File: src/rtl/i2s_audio_tx.sv
// Memory-mapped audio output: sample FIFO feeding a left-justified stereo serializer.
// Each 16-bit mono sample is sent on both channels, MSB first, data changing while bclk is low.
module i2s_audio_tx #(
  parameter int unsigned DEPTH     = 16,
  parameter int unsigned DIV_RESET = 15
) (
  input  logic        clk,
  input  logic        reset,
  input  logic        we,
  input  logic [31:0] addr,
  input  logic [31:0] wd,
  output logic [31:0] rd,
  output logic        bclk,
  output logic        ws,
  output logic        sdata,
  output logic        irq
);

  localparam int unsigned AW = (DEPTH > 1) ? $clog2(DEPTH) : 1;
  localparam int unsigned LW = AW + 1;

  logic [15:0]   mem [DEPTH];
  logic [AW-1:0] wr_ptr, rd_ptr;
  logic [LW-1:0] level;
  logic          en, en_d, underrun, overflow;
  logic [15:0]   div_q, div_act, cnt;
  logic [4:0]    bit_cnt;
  logic [15:0]   sample;

  logic [1:0]    sel;
  logic          wr_data, wr_stat, wr_ctrl, wr_div;
  logic          empty, full, flush, push, pop;
  logic          en_rise, tick, fall, frame_start;
  logic [4:0]    bit_n;
  logic [3:0]    bit_idx;
  logic [15:0]   sample_n;
  logic [31:0]   rd_n;
  logic          unused_bits;

  assign unused_bits = ^{addr[31:4], addr[1:0], wd[31:16]};

  // Bus decode and serializer next-state
  always_comb begin
    sel         = addr[3:2];
    wr_data     = we && (sel == 2'd0);
    wr_stat     = we && (sel == 2'd1);
    wr_ctrl     = we && (sel == 2'd2);
    wr_div      = we && (sel == 2'd3);
    empty       = (level == '0);
    full        = (level == LW'(DEPTH));
    flush       = wr_ctrl && wd[1];
    push        = wr_data && !full;
    en_rise     = en && !en_d;
    tick        = en && (cnt == div_act);
    fall        = tick && bclk;
    frame_start = en_rise || (fall && (bit_cnt == 5'd31));
    pop         = frame_start && !empty;
    bit_n       = bit_cnt;
    if (en_rise)   bit_n = 5'd0;
    else if (fall) bit_n = bit_cnt + 5'd1;
    sample_n    = sample;
    if (frame_start) sample_n = empty ? 16'h0000 : mem[rd_ptr];
    bit_idx     = 4'd15 - bit_n[3:0];
  end

  // Read mux, sampled into rd at every edge
  always_comb begin
    rd_n = '0;
    case (sel)
      2'd1:    rd_n = {16'h0000, 8'(level), 4'h0, overflow, underrun, full, empty};
      2'd2:    rd_n = {31'h0, en};
      2'd3:    rd_n = {16'h0000, div_q};
      default: rd_n = '0;
    endcase
  end

  assign irq = en && (level <= LW'(DEPTH / 2));

  always_ff @(posedge clk) begin
    if (push) mem[wr_ptr] <= wd[15:0];
  end

  // FIFO pointers, registers and sticky flags
  always_ff @(posedge clk or negedge reset) begin
    if (!reset) begin
      wr_ptr   <= '0;
      rd_ptr   <= '0;
      level    <= '0;
      en       <= 1'b0;
      en_d     <= 1'b0;
      div_q    <= 16'(DIV_RESET);
      underrun <= 1'b0;
      overflow <= 1'b0;
      rd       <= '0;
    end else begin
      rd   <= rd_n;
      en_d <= en;
      if (wr_ctrl) en <= wd[0];
      if (wr_div)  div_q <= wd[15:0];
      if (flush) begin
        wr_ptr <= '0;
        rd_ptr <= '0;
        level  <= '0;
      end else begin
        if (push) wr_ptr <= wr_ptr + AW'(1);
        if (pop)  rd_ptr <= rd_ptr + AW'(1);
        level <= level + LW'(push) - LW'(pop);
      end
      // A same-cycle event outranks the clear
      if (wr_stat && wd[2]) underrun <= 1'b0;
      if (frame_start && empty) underrun <= 1'b1;
      if (wr_stat && wd[3]) overflow <= 1'b0;
      if (wr_data && full) overflow <= 1'b1;
    end
  end

  // Bit-clock divider and frame serializer
  always_ff @(posedge clk or negedge reset) begin
    if (!reset) begin
      cnt     <= '0;
      div_act <= 16'(DIV_RESET);
      bclk    <= 1'b0;
      bit_cnt <= '0;
      sample  <= '0;
      ws      <= 1'b0;
      sdata   <= 1'b0;
    end else if (!en) begin
      cnt     <= '0;
      div_act <= div_q;
      bclk    <= 1'b0;
      bit_cnt <= '0;
      ws      <= 1'b0;
      sdata   <= 1'b0;
    end else begin
      if (tick) begin
        cnt     <= '0;
        div_act <= div_q;
        bclk    <= ~bclk;
      end else begin
        cnt <= cnt + 16'd1;
      end
      bit_cnt <= bit_n;
      sample  <= sample_n;
      ws      <= bit_n[4];
      sdata   <= sample_n[bit_idx];
    end
  end

endmodule

File: config.mk
export PLATFORM = sky130hd
export DESIGN_NAME = i2s_audio_tx
export DESIGN_NICKNAME = d
export VERILOG_FILES = /design/src/rtl/i2s_audio_tx.sv
export SDC_FILE = /design/constraint.sdc
export NUM_CORES = 1
export LEC_CHECK = 0
export CORE_MARGIN = 2
export CORE_UTILIZATION = 59
export CTS_BUF_LIST = sky130_fd_sc_hd__clkbuf_16
export CTS_CLUSTER_DIAMETER = 150
export DETAILED_ROUTE_END_ITERATION = 7
export PLACE_DENSITY_LB_ADDON = 0.05
export SLEW_MARGIN = 20
export SYNTH_ARGS = -nofsm -noshare
export SYNTH_HDL_FRONTEND = slang
export SYNTH_SLANG_ARGS = --single-unit
File: constraint.sdc
create_clock -name clk -period 4.5 [get_ports clk]
set_clock_uncertainty 0.1 [all_clocks]
set_input_delay 0.9 -clock clk [delete_from_list [all_inputs] [get_ports clk]]
set_output_delay 0.9 -clock clk [all_outputs]
set_load 0.03 [all_outputs]
# Word level (Yosys, flattened, before mapping)
# Memory sizes are Yosys's and may differ from the RTL's.
# Cells that the tools add are included.
# totals
ram_bits	256
register_bits	121
memories	1
output_inout_bits	36
input_bits	67
word_cells	87
# memory_table
name	depth	width	read_ports	rd_clocked_by_memory_dff	write_ports	line	source
mem	16	16	1	0	1	22	logic [15:0] mem [DEPTH];
# classes
magnitude_cmp	2
add_sub_neg	7
reduce_logical	26
n_bitwise	1
eq_ne	7
n_mux	27
# ops
op	n
$mux W16	6
$pmux W16 S3	1
$mux W5	4
$add A16 B1 Y16 const B	1
$eq A16 B16 Y1	1
$logic_and A1 B1 Y1	16
$mux W4	4
$mux W1	11
$eq A5 B5 Y1 const B	2
$add A4 B1 Y4 const B	2
$reduce_bool A2 Y1	4
$add A5 B1 Y5	1
$add A5 B1 Y5 const B	1
$le A5 B4 Y1 const B	1
$logic_not A5 Y1	1
$lt A4 B5 Y1 const B	1
$sub A5 B1 Y5	1
$bmux W1 S4	1
$eq A2 B2 Y1 const B	2
$sub A4 B4 Y4 const A	1
$logic_not A1 Y1	3
$eq A2 B1 Y1 const B	1
$logic_not A2 Y1	1
$ne A2 B1 Y1 const B	1
2 further kinds	2

# Depth between registers and ports, before layout
# depth
word_depth	9
depth_mapped	18
ltp_nobuf	17

# Least setup slack after synthesis
# OpenSTA, ideal clock, no wires.
# synth_path
path_type	in2reg
from	in addr[3]
to	reg level[4]
path_stages	13
required_ps	4323
n_path_buf	0
setup_time_ps	77
setup_slack_ps	1294
arrival_time_ps	3029
cell_sequence	nand2b_1 nor3_1 inv_1 ha_1 inv_1 ha_1 inv_1 fa_1 inv_1 a21oi_1 nor2_1 or3_1 a21oi_1
# synth_between
elab_chain_len	6
elab_cells_between_ends	9
cone_classes	add/sub (2); eq/ne (1); mux (1); reduce/logical (5)
# synth_lines
item	line	source
start: declaration	10	input logic [31:0] addr,
$logic_not A2 Y1	45	wr_data = we && (sel == 2'd0);
$logic_and A1 B1 Y1	45	
$logic_and A1 B1 Y1	52	push = wr_data && !full;
$add A5 B1 Y5	107	level <= level + LW'(push) - LW'(pop);
$sub A5 B1 Y5	107	
$mux W5 (*)	100	if (flush) begin
end signal: assignment	107	
end: declaration	24	logic [LW-1:0] level;
# Mark *: on every way between the ends. The rest lies on a longest branch, timed or not.
# A chain may end at the register's enable or synchronous reset.

# Final worst setup path
# layout_path
from	reg cnt[2]
to	reg level[4]
# layout_between
elab_chain_len	8
# layout_lines
item	line	source
start: declaration	26	logic [15:0] div_q, div_act, cnt;
start signal: assignment	140	cnt <= cnt + 16'd1;
$eq A16 B16 Y1	54	tick = en && (cnt == div_act);
$logic_and A1 B1 Y1	54	
$logic_and A1 B1 Y1	55	fall = tick && bclk;
$logic_and A1 B1 Y1	56	frame_start = en_rise || (fall && (bit_cnt == 5'd31));
$logic_or A1 B1 Y1	56	
$logic_and A1 B1 Y1	57	pop = frame_start && !empty;
$sub A5 B1 Y5	107	
$mux W5	100	
# Every way passes these cells.

==> impl_metrics.env <==
export IMPL_maxCapViolCount=0
export IMPL_slew_limit_headroom=0.356
export IMPL_worstPathRequired_ns=4.75
export IMPL_synth_cell_area_um2=14800
export IMPL_cts_root_buffer="clkbuf_16"
export IMPL_worstPathArrival_ns=3.77
export IMPL_design_core_area_um2=24500
export IMPL_crit_reg2reg_launch="cnt[2]$_DFF_PN0_"
export IMPL_crit_start="cnt[2]$_DFF_PN0_"
export IMPL_antenna_left=0
export IMPL_p_total_mw=9.19
export IMPL_synth_seq_cells=360
export IMPL_p_leak_nw=6.20
export IMPL_rows=57
export IMPL_dr_pass1_iters=5
export IMPL_path_max_fanout=9
export IMPL_grt_antenna_before_repair=0
export IMPL_layout_nets=1025
export IMPL_synth_top_family_by_area="multiplexers"
export IMPL_rsz0062_at_grt="false"
export IMPL_fin_util=0.685
export IMPL_clock_sinks=360
export IMPL_drt_iter0_markers=675
export IMPL_final_common_cell="edfxtp_1"
export IMPL_status="complete, no violations"
export IMPL_grt_max_degree=44
export IMPL_worstHoldPathType="input pin to asynchronous set/reset pin"
export IMPL_ctsHtreeMaxLevel=2
export IMPL_yosys_area_share_simple=0.0639
export IMPL_routedWlPerCell_um=24.1
export IMPL_post_cts_buffers=0
export IMPL_cts_tree="built"
export IMPL_p_per_area_nw_per_um2=548
export IMPL_cts_path_max_buffers=3
export IMPL_place_hpwl_um=19800
export IMPL_synth_fa_ha_area_frac=0.0149
export IMPL_ys_warn_count=0
export IMPL_tns_ns=0
export IMPL_clock_latency_ns=0.52
export IMPL_post_route_period_util=0.783
export IMPL_p_sw_mw=2.69
export IMPL_drive_above_1_share=0.232
export IMPL_rrSetupSlack_ns=0.98
export IMPL_fin_crit_ns=3.52
export IMPL_die_w_um=162
export IMPL_routed_via_density=5.99
export IMPL_yosys_mux_area_fraction=0.147
export IMPL_synth_distinct_cells=55
export IMPL_synth_xor_area_frac=0.0224
export IMPL_critPathLaunchType="flip-flop"
export IMPL_place_area_um2=15700
export IMPL_ys_seq_area_frac=0.695
export IMPL_final_cell_mix="edfxtp_1 (256), dfrtp_1 (94), mux4_2 (64)"
export IMPL_cts_resized=0
export IMPL_endpoint="level[4]$_DFF_PN0_"
export IMPL_grt_pass1_vias=8141
export IMPL_max_freq_ghz=0.284
export IMPL_setup_violations_final=0
export IMPL_grt_usage=0.247
export IMPL_path_clk_slew_ns=0.06
export IMPL_drc_errors=0
export IMPL_ir_drop_uv=352
export IMPL_grt_pass1_wl_um=48000
export IMPL_antenna_cells=0
export IMPL_pwr_share_seq=0.455
export IMPL_cp_end_kind="flip-flop"
export IMPL_start_util=0.606
export IMPL_rr_worst_depth=16
export IMPL_hold_viol=0
export IMPL_numPortBuffers=40
export IMPL_post_route_cell_area_um2=16800
export IMPL_tightest_slew_ns=0.967
export IMPL_crit_type="flip-flop to flip-flop"
export IMPL_die_h_um=162
export IMPL_switching_share=0.292
export IMPL_numCtsBuffers=38
export IMPL_vias=7744
export IMPL_clkPwrFrac=0.300
export IMPL_place_congestion=0.827
export IMPL_r2r_end="level[4]$_DFF_PN0_"
export IMPL_syn_inst=864
export IMPL_drv_slew=0
export IMPL_dieArea_um2=26400
export IMPL_avgSynthCellArea_um2=17.1
export IMPL_synth_compound_area_frac=0.0313
export IMPL_power_internal_mw=6.51
export IMPL_grt_overflow=0
export IMPL_routed_wl_um=31200
export IMPL_comb_power_share=0.245
export IMPL_io_pins=103
export IMPL_area_delta_synth_final_pct=13.2
export IMPL_cts_hold_buf=0
## through the flow
stage	hold WS, ns	setup slack [ns]	std cells
floorplan	0.253	1.29	879
global placement	0.355	0.875	1225
detailed placement	0.360	0.827	1225
CTS	0.250	0.974	1293
global route	0.273	0.716	1293
finish	0.253	0.978	1293
## routing by layer
layer,global-route usage,wire length [um]
met5,0,0
met3,0.0481,2150
met4,0.0760,814
met2,0.388,14800
met1,0.358,13400
## critical path, stage by stage (launching register included)
cell     delay, ns
dfrtp_1       0.48
xor2_1        0.19
nor4_2        0.39
nand4_4       0.28
o21ai_4       0.29
nand2_1       0.12
inv_1         0.16
ha_1          0.25
inv_1         0.06
ha_1          0.17
inv_1         0.06
fa_1          0.39
inv_1         0.07
a21oi_1       0.05
nor2_1        0.11
or3_1         0.11
a21oi_1       0.06
## area by class of cell
type                            count  area [um2]
Multi-Input combinational cell    452        4210
Fill cell                        1589        7700
Sequential cell                   360       10300
Tap cell                          324         405
Clock inverter                     30         153
Inverter                           16        60.1
Clock buffer                       38         951
Timing Repair Buffer               73         683
## cell families after synthesis
kind of cell / count (synthesis)
multiplexers: 131
adder cells (fa/ha/maj): 17
XOR/XNOR: 37
AND/OR/NAND/NOR: 177
buffers and inverters: 67
AO/OA/AOI/OAI: 74
other: 1
flip-flops: 360
## worst min-delay path by stage
stage                     startpoint                    end  slack, ns  cells past startpoint
2_1_floorplan         en$_DFFE_PN0P_         en_d$_DFF_PN0_       0.25                      0
3_3_place_gp   sample[3]$_DFFE_PN0P_  sample[3]$_DFFE_PN0P_       0.35                      2
3_5_place_dp   sample[3]$_DFFE_PN0P_  sample[3]$_DFFE_PN0P_       0.36                      2
4_1_cts                        reset   bit_cnt[4]$_DFF_PN0_       0.25                      1
5_1_grt                        reset   bit_cnt[4]$_DFF_PN0_       0.27                      1
6_report                       reset   bit_cnt[4]$_DFF_PN0_       0.25                      1
## power groups by stage
stage / Sequential, mW / Clock, mW / Combinational, mW
finish: 4.18 / 2.76 / 2.25
global route: 4.23 / 2.95 / 2.43
CTS: 4.19 / 2.81 / 2.27
detailed placement: 4.26 / 0 / 2.25
global placement: 4.23 / 0 / 2.19
floorplan: 4.09 / 0 / 1.69
## flip-flops by register name (all words and copies together) (netlist names)
register and flops:
en 1, bit_cnt 5, en_d 1, div_act 16
underrun 1, div_q 16, sdata 1, overflow 1
mem 256, level 5, rd_ptr 4, rd 16
sample 16, wr_ptr 4, bclk 1, cnt 16
## synth_stat cells (all sizes together)
cell type  number  area share
or4             1     0.00076
mux4           64       0.097
a31oi           3      0.0013
and2           20      0.0086
nor4b           3      0.0018
o31a            1     0.00059
a31o            1     0.00059
fa              1      0.0014
nand2          43       0.011
nand2b          5      0.0021
and3           24       0.010
a21bo           1     0.00068
o31ai           1     0.00051
nor2           40       0.010
a21o            2      0.0010
a22oi          16      0.0084
o21ai          12      0.0048
buf            33       0.016
o22ai           2     0.00084
nor3b           1     0.00051
conb            1     0.00025
o21a            1     0.00059
inv            16      0.0041
or4b            1     0.00068
nor2b          12      0.0051
dfrtp          96        0.16
edfxtp        256        0.52
nor3            3      0.0010
nand3b          1     0.00051
nand3          11      0.0037
dfstp           8       0.014
mux2           49       0.038
nand4           4      0.0027
a211o           2      0.0012
mux2i          18       0.012
nor4            4      0.0034
or3             4      0.0017
a21oi          32       0.011
xnor2           7      0.0041
ha             16       0.014
clkbuf         18      0.0046
xor2           30       0.018
(Power assumes the default switching activity.)
